==> src/rtl/screen_pkg.sv <==
// Shared types for the overlay screen sequencer: screen states and the 12-bit pixel type.
package screen_pkg;

  typedef enum logic [2:0] {
    ST_START,
    ST_CLEAR,
    ST_PLAY,
    ST_PAUSE,
    ST_GAME_OVER
  } screen_state_t;

  typedef logic [11:0] rgb_t;

  localparam rgb_t RGB_BLACK = 12'h000;

endpackage

==> src/rtl/frame_key_debouncer.sv <==
// Frame-rate key debouncer: a press is DEBOUNCE_FRAMES consecutive high samples taken on
// startOfFrame, reported as a single-clock pulse; it re-arms only after a low sample.
module frame_key_debouncer #(
  parameter int DEBOUNCE_FRAMES = 4
) (
  input  logic clk,
  input  logic reset,
  input  logic startOfFrame,
  input  logic key,
  output logic press
);

  localparam int CW = $clog2(DEBOUNCE_FRAMES + 1);
  localparam logic [CW-1:0] LAST = CW'(DEBOUNCE_FRAMES - 1);

  logic [CW-1:0] cnt_q;
  logic          armed_q;

  // The qualifying sample itself produces the pulse, so the FSM reacts on the next edge.
  assign press = startOfFrame & key & armed_q & (cnt_q == LAST);

  always_ff @(posedge clk) begin
    if (reset) begin
      cnt_q   <= '0;
      armed_q <= 1'b1;
    end else if (startOfFrame) begin
      if (!key) begin
        cnt_q   <= '0;
        armed_q <= 1'b1;
      end else if (press) begin
        armed_q <= 1'b0;
      end else if (cnt_q != LAST) begin
        cnt_q <= cnt_q + CW'(1);
      end
    end
  end

endmodule

==> src/rtl/screen_sequencer.sv <==
// Game-flow controller for the overlay screens: sequences start/play/pause/game-over,
// generates the frame-rate blink and registers the merged overlay/game pixel.
//
// state        | meaning
// ST_START     | start overlay shown, waiting for a start press
// ST_CLEAR     | one clock: new_game pulse clears score/lives/level
// ST_PLAY      | game logic running
// ST_PAUSE     | game frozen, waiting for a pause press
// ST_GAME_OVER | game-over overlay; start accepted only after the hold time
module screen_sequencer
  import screen_pkg::*;
#(
  parameter int BLINK_FRAMES    = 30,
  parameter int GO_HOLD_FRAMES  = 180,
  parameter int DEBOUNCE_FRAMES = 4
) (
  input  logic        clk,
  input  logic        reset,
  input  logic        startOfFrame,
  input  logic        gameEnded,
  input  logic        key_start,
  input  logic        key_pause,
  input  logic        start_screen_dr,
  input  logic [11:0] start_screen_RGB,
  input  logic        game_over_dr,
  input  logic [11:0] game_over_RGB,
  input  logic [11:0] game_RGB,
  output logic        game_enable,
  output logic        new_game,
  output logic        start_screen_en,
  output logic        game_over_en,
  output logic        pause_en,
  output logic        blink,
  output logic [11:0] RGBout
);

  localparam int HW = $clog2(GO_HOLD_FRAMES + 1);
  localparam int BW = $clog2(BLINK_FRAMES);
  localparam logic [HW-1:0] HOLD_MAX   = HW'(GO_HOLD_FRAMES);
  localparam logic [BW-1:0] BLINK_LAST = BW'(BLINK_FRAMES - 1);

  screen_state_t state_q, state_d;
  logic [HW-1:0] hold_cnt_q;
  logic [BW-1:0] blink_cnt_q;
  logic          blink_q;
  rgb_t          rgb_q, rgb_d;
  logic          start_press, pause_press, blink_state;

  frame_key_debouncer #(.DEBOUNCE_FRAMES(DEBOUNCE_FRAMES)) u_start_db (
    .clk(clk), .reset(reset), .startOfFrame(startOfFrame), .key(key_start), .press(start_press)
  );

  frame_key_debouncer #(.DEBOUNCE_FRAMES(DEBOUNCE_FRAMES)) u_pause_db (
    .clk(clk), .reset(reset), .startOfFrame(startOfFrame), .key(key_pause), .press(pause_press)
  );

  assign blink_state = (state_q == ST_START) || (state_q == ST_GAME_OVER);

  // gameEnded outranks a simultaneous pause press in PLAY.
  always_comb begin
    state_d = state_q;
    unique case (state_q)
      ST_START:     if (start_press) state_d = ST_CLEAR;
      ST_CLEAR:     state_d = ST_PLAY;
      ST_PLAY:      if (gameEnded) state_d = ST_GAME_OVER;
                    else if (pause_press) state_d = ST_PAUSE;
      ST_PAUSE:     if (pause_press) state_d = ST_PLAY;
      ST_GAME_OVER: if (start_press && hold_cnt_q == HOLD_MAX) state_d = ST_CLEAR;
      default:      state_d = ST_START;
    endcase
  end

  always_comb begin
    rgb_d = game_RGB;
    case (state_q)
      ST_START:     rgb_d = start_screen_dr ? start_screen_RGB : RGB_BLACK;
      ST_GAME_OVER: if (game_over_dr && blink_q) rgb_d = game_over_RGB;
      default:      ;
    endcase
  end

  always_ff @(posedge clk) begin
    if (reset) begin
      state_q     <= ST_START;
      hold_cnt_q  <= '0;
      blink_cnt_q <= '0;
      blink_q     <= 1'b1;
      rgb_q       <= RGB_BLACK;
    end else begin
      state_q <= state_d;
      rgb_q   <= rgb_d;
      if (state_d != state_q) begin
        hold_cnt_q  <= '0;
        blink_cnt_q <= '0;
        blink_q     <= 1'b1;
      end else if (startOfFrame && blink_state) begin
        if (blink_cnt_q == BLINK_LAST) begin
          blink_cnt_q <= '0;
          blink_q     <= ~blink_q;
        end else begin
          blink_cnt_q <= blink_cnt_q + BW'(1);
        end
        if (state_q == ST_GAME_OVER && hold_cnt_q != HOLD_MAX)
          hold_cnt_q <= hold_cnt_q + HW'(1);
      end
    end
  end

  assign game_enable     = (state_q == ST_PLAY);
  assign new_game        = (state_q == ST_CLEAR);
  assign start_screen_en = (state_q == ST_START);
  assign game_over_en    = (state_q == ST_GAME_OVER);
  assign pause_en        = (state_q == ST_PAUSE);
  assign blink           = blink_q | ~blink_state;
  assign RGBout          = rgb_q;

endmodule

==> config.mk <==
export PLATFORM = sky130hd
export DESIGN_NAME = screen_sequencer
export DESIGN_NICKNAME = d
export VERILOG_FILES = /design/src/rtl/screen_pkg.sv /design/src/rtl/frame_key_debouncer.sv /design/src/rtl/screen_sequencer.sv
export SDC_FILE = /design/constraint.sdc
export NUM_CORES = 1
export LEC_CHECK = 0
export CORE_ASPECT_RATIO = 1.1
export CORE_MARGIN = 10
export CORE_UTILIZATION = 35
export CTS_BUF_LIST = sky130_fd_sc_hd__clkbuf_16
export DETAILED_ROUTE_END_ITERATION = 10
export PLACE_DENSITY = 0.76
export REMOVE_ABC_BUFFERS = 1
export SYNTH_ARGS = -nofsm -noshare
export SYNTH_HDL_FRONTEND = slang
export SYNTH_SLANG_ARGS = --single-unit
==> constraint.sdc <==
create_clock -name clk -period 2.01 [get_ports clk]
set_input_delay 0.402 -clock clk [delete_from_list [all_inputs] [get_ports clk]]
set_output_delay 0.402 -clock clk [all_outputs]
set_load 0.03 [all_outputs]
==> metrics.txt <==
# TYPE chip_impl_metric gauge
chip_impl_info{name="outcome",value="complete, no violations"} 1
chip_impl_metric{name="gp_congestion",unit=""} 0.815
chip_impl_metric{name="synth_seq_area_share",unit="%"} 37.1
chip_impl_info{name="crit_top_cell",value="sky130_fd_sc_hd__ha_4"} 1
chip_impl_metric{name="max_cap_violations",unit=""} 0
chip_impl_metric{name="critPathMaxFanout",unit=""} 5
chip_impl_metric{name="fin_ws",unit="ns"} 0.0363
chip_impl_metric{name="ys_warn_count",unit=""} 0
chip_impl_info{name="rsz_0062_raised_after_global_routing",value="true"} 1
chip_impl_info{name="critical_path.startpoint_type",value="flip-flop"} 1
chip_impl_metric{name="num-nets-final",unit=""} 372
chip_impl_metric{name="antenna_violations_before_repair",unit=""} 0
chip_impl_metric{name="via_count_of_the_first_global_routing_pass",unit=""} 1994
chip_impl_metric{name="boundaryPins",unit=""} 62
chip_impl_metric{name="rrSetupSlack",unit="ns"} 0.04
chip_impl_info{name="globalRoute.busiestLayer",value="met2"} 1
chip_impl_metric{name="finalWorstPathRequiredPeriod",unit="ns"} 1.97
chip_impl_metric{name="worst_skew_pair.late_latency",unit="ns"} 0.28
chip_impl_metric{name="wl_per_cell",unit="microns"} 15.2
chip_impl_info{name="holdCritPathClass",value="reg -> reg"} 1
chip_impl_metric{name="synth.lib_cells_used.distinct",unit=""} 42
chip_impl_info{name="critical_path.cell_chain",value="ha_4 -> ha_4 -> nand4_1 -> mux2_4 -> or4b_4 -> buf_6 -> a21o_1"} 1
chip_impl_metric{name="dr.pass1.iters",unit=""} 5
chip_impl_metric{name="postRouteAntennaNets",unit=""} 0
chip_impl_metric{name="finalClockSkew",unit="ns"} 0.00295
chip_impl_metric{name="port-buffer-count",unit=""} 61
chip_impl_metric{name="hold_viol",unit=""} 0
chip_impl_metric{name="synth_cells",unit=""} 242
chip_impl_metric{name="grt_pass1_wl",unit="microns"} 9850
chip_impl_metric{name="totalPowerFinal",unit="mW"} 1.72
chip_impl_metric{name="drc",unit=""} 0
chip_impl_metric{name="setup_viol",unit=""} 0
chip_impl_info{name="kind_of_critical_path",value="reg -> reg"} 1
chip_impl_metric{name="worst_ep_required_time",unit="ns"} 2.18
chip_impl_metric{name="place_area",unit="sq um"} 2810
chip_impl_metric{name="synth_area",unit="sq um"} 2000
chip_impl_metric{name="antennaDiodeCount",unit=""} 0
chip_impl_metric{name="dpl_worst_slack",unit="ns"} -0.423
chip_impl_metric{name="relSlewSlack",unit="%"} 69.8
chip_impl_metric{name="initial_core_util",unit="%"} 36.5
chip_impl_metric{name="fin_crit_sh",unit="%"} 98.2
chip_impl_metric{name="die-width",unit="microns"} 92.0
chip_impl_metric{name="use_met2",unit="%"} 21.8
chip_impl_metric{name="final_layout_size_suffix_gt1_share",unit="%"} 16.2
chip_impl_info{name="ys.flop_type",value="sky130_fd_sc_hd__dfxtp_1"} 1
chip_impl_info{name="layout.cells.most_common_list",value="53 x sky130_fd_sc_hd__clkdlybuf4s50_1, 34 x sky130_fd_sc_hd__dfxtp_1, 28 x sky130_fd_sc_hd__buf_4, 26 x sky130_fd_sc_hd__a21oi_1, 24 x sky130_fd_sc_hd__nand2_1"} 1
chip_impl_metric{name="detailroute.via_count",unit=""} 2020
chip_impl_info{name="layout.cells.most_common",value="sky130_fd_sc_hd__clkdlybuf4s50_1"} 1
chip_impl_metric{name="fillers",unit=""} 529
chip_impl_metric{name="met3_usage",unit="%"} 3.83
chip_impl_metric{name="grtUsageTotal",unit="%"} 13.0
chip_impl_metric{name="cellLeakagePower",unit="nW"} 1.18
chip_impl_metric{name="drt_iter0_drc",unit=""} 131
chip_impl_info{name="cts_tree",value="done"} 1
chip_impl_info{name="critPathSlowestCell",value="sky130_fd_sc_hd__or4b_4"} 1
chip_impl_metric{name="worstMarginPinSlew",unit="ns"} 0.453
chip_impl_metric{name="grt_overflow",unit=""} 0
chip_impl_metric{name="multiInputGateArea",unit="sq um"} 1180
chip_impl_metric{name="max-vdd-ir-drop",unit="mV"} 0.282
chip_impl_metric{name="cts_max_path_buffers",unit=""} 2
chip_impl_metric{name="avgViaCountPerCell",unit=""} 5.10
chip_impl_metric{name="fin_area",unit="sq um"} 3010
chip_impl_metric{name="slew_violations",unit=""} 0
chip_impl_metric{name="die_h",unit="microns"} 99.2
chip_impl_metric{name="area_growth",unit="%"} 50.5
chip_impl_metric{name="htree_levels",unit=""} 2
chip_impl_metric{name="synth_edf_count",unit=""} 0
chip_impl_metric{name="die-area",unit="sq um"} 9130
chip_impl_metric{name="fmax",unit="MHz"} 507
chip_impl_metric{name="use_met1",unit="%"} 15.7
chip_impl_metric{name="dp_hpwl",unit="microns"} 4580
chip_impl_metric{name="powerDensity",unit="nW/um^2"} 571
chip_impl_metric{name="clock_sink_count",unit=""} 37
chip_impl_metric{name="syn_avg_cell_area",unit="sq um"} 8.25
chip_impl_metric{name="core_area",unit="sq um"} 5470
chip_impl_info{name="clock_tree.root_cell",value="sky130_fd_sc_hd__clkbuf_16"} 1
chip_impl_metric{name="cts-buffers-inserted",unit=""} 5
chip_impl_metric{name="layout.core_utilization",unit="%"} 55.0
chip_impl_metric{name="worst_setup_hold_path_clk_slew",unit="ns"} 0.05
chip_impl_metric{name="wirelength",unit="microns"} 6010
chip_impl_metric{name="async_sr_flop_fraction",unit="%"} 0
chip_impl_metric{name="worst_ep_arrival_time",unit="ns"} 2.15
chip_impl_metric{name="std_cell_rows",unit=""} 28
chip_impl_metric{name="seq_cells_post_synth",unit=""} 37
chip_impl_info{name="worstSetupEndpointType",value="flip-flop"} 1
chip_impl_metric{name="crit_path_max_incr_delay",unit="ns"} 0.53
chip_impl_metric{name="grt_max_degree",unit=""} 25
chip_impl_metric{name="ff_latch_area",unit="sq um"} 744
layer usage:
metal	up-vias	routed length, microns
li1	1027	-
met3	4	418
met4	0	54
met5	-	0
met1	935	2650
met2	54	2890
cell families (layout without fill, tap and decap cells):
| group | count (synthesis) | in the layout | share of synthesized area (%) |
|---|---|---|---|
| fa+ha+maj | 8 | 8 | 5.01 |
| buf+inv | 27 | 106 | 5.95 |
| mux | 2 | 2 | 1.25 |
| flops | 37 | 37 | 37.1 |
| xor+xnor | 9 | 9 | 3.95 |
| simple gates | 89 | 89 | 23.2 |
| compound gates | 70 | 70 | 23.5 |
cell usage after synthesis (2+ instances only):
| cell | count | area share [%] |
|---|---|---|
| sky130_fd_sc_hd__xor2_1 | 6 | 2.6 |
| sky130_fd_sc_hd__o211ai_1 | 2 | 0.75 |
| sky130_fd_sc_hd__buf_6 | 2 | 1.1 |
| sky130_fd_sc_hd__dfxtp_1 | 37 | 37 |
| sky130_fd_sc_hd__and3_1 | 4 | 1.3 |
| sky130_fd_sc_hd__nor3_1 | 10 | 2.5 |
| sky130_fd_sc_hd__clkbuf_1 | 12 | 2.3 |
| sky130_fd_sc_hd__a21boi_1 | 2 | 0.75 |
| sky130_fd_sc_hd__and2_1 | 3 | 0.94 |
| sky130_fd_sc_hd__a211oi_1 | 3 | 1.1 |
| sky130_fd_sc_hd__ha_1 | 8 | 5.0 |
| sky130_fd_sc_hd__inv_1 | 10 | 1.9 |
| sky130_fd_sc_hd__o21ai_0 | 3 | 0.75 |
| sky130_fd_sc_hd__nand4_1 | 5 | 1.6 |
| sky130_fd_sc_hd__xnor2_1 | 3 | 1.3 |
| sky130_fd_sc_hd__nor2_1 | 14 | 2.6 |
| sky130_fd_sc_hd__a221o_1 | 2 | 1.0 |
| sky130_fd_sc_hd__a21o_1 | 13 | 4.9 |
| sky130_fd_sc_hd__nand3_1 | 15 | 3.8 |
| sky130_fd_sc_hd__nand2_1 | 24 | 4.5 |
| sky130_fd_sc_hd__a21oi_1 | 26 | 6.5 |
| sky130_fd_sc_hd__buf_2 | 2 | 0.50 |
| sky130_fd_sc_hd__or3_1 | 3 | 0.94 |
| sky130_fd_sc_hd__a22oi_2 | 2 | 1.3 |
| sky130_fd_sc_hd__a22oi_1 | 14 | 5.3 |
power breakdown:
| part | switching, mW | internal (mW) |
|---|---|---|
| clock | 0.281 | 0.448 |
| sequential | 0.00850 | 0.750 |
| combinational | 0.100 | 0.130 |
| total | 0.389 | 1.33 |
per-stage QoR:
stage,std cells,setup TNS [ns],hold slack [ns]
2_1_floorplan,225,-1.57,0.454
3_3_place_gp,387,-4.30,0.474
3_5_place_dp,387,-4.73,0.473
4_1_cts,395,0,0.492
5_1_grt,396,-0.0223,0.509
6_report,396,0,0.484
state kept, by name (all words and copies together), names as in the netlist:
register and count:
u_start_db.armed_q 1, blink_q 1, u_pause_db.armed_q 1, blink_cnt_q 5, u_pause_db.cnt_q 3, RGBout 12
hold_cnt_q 8, state_q 3, u_start_db.cnt_q 3
final timing paths:
check / startpoint / end / depth (start not counted)
hold reg to reg: u_start_db.cnt_q[2] / u_start_db.cnt_q[2] / 2
hold / removal: u_start_db.cnt_q[2] / u_start_db.cnt_q[2] / 2
setup reg to reg: u_pause_db.cnt_q[0] / blink_q / 7
setup / recovery: u_pause_db.cnt_q[0] / blink_q / 7
worst max-delay path, delay by kind of cell (launching register included):
| family | cells | cell delay (ns) |
|---|---|---|
| AOI/OAI and AO/OA | 1 | 0.14 |
| and+or+nand+nor | 2 | 0.62 |
| adders and majority gates | 2 | 0.31 |
| muxes | 1 | 0.31 |
| buffers and inverters | 1 | 0.15 |
| DFF | 1 | 0.33 |
what timing repair did:
item	in CTS	in global routing
pin swaps	1	1
resized for setup	14	4
endpoints found under the setup margin	17	14
hold buffers	0	0
setup buffers	0	1
layout make-up:
class / instances / area share (%)
clock buffers: 5 / 4.16
clock inverters: 3 / 0.416
inverters: 10 / 1.25
multi-input cells: 178 / 39.3
flip-flops and latches: 37 / 24.8
well taps: 75 / 3.12
repair buffers: 88 / 27.0
Power figures use the tool's default switching activity.
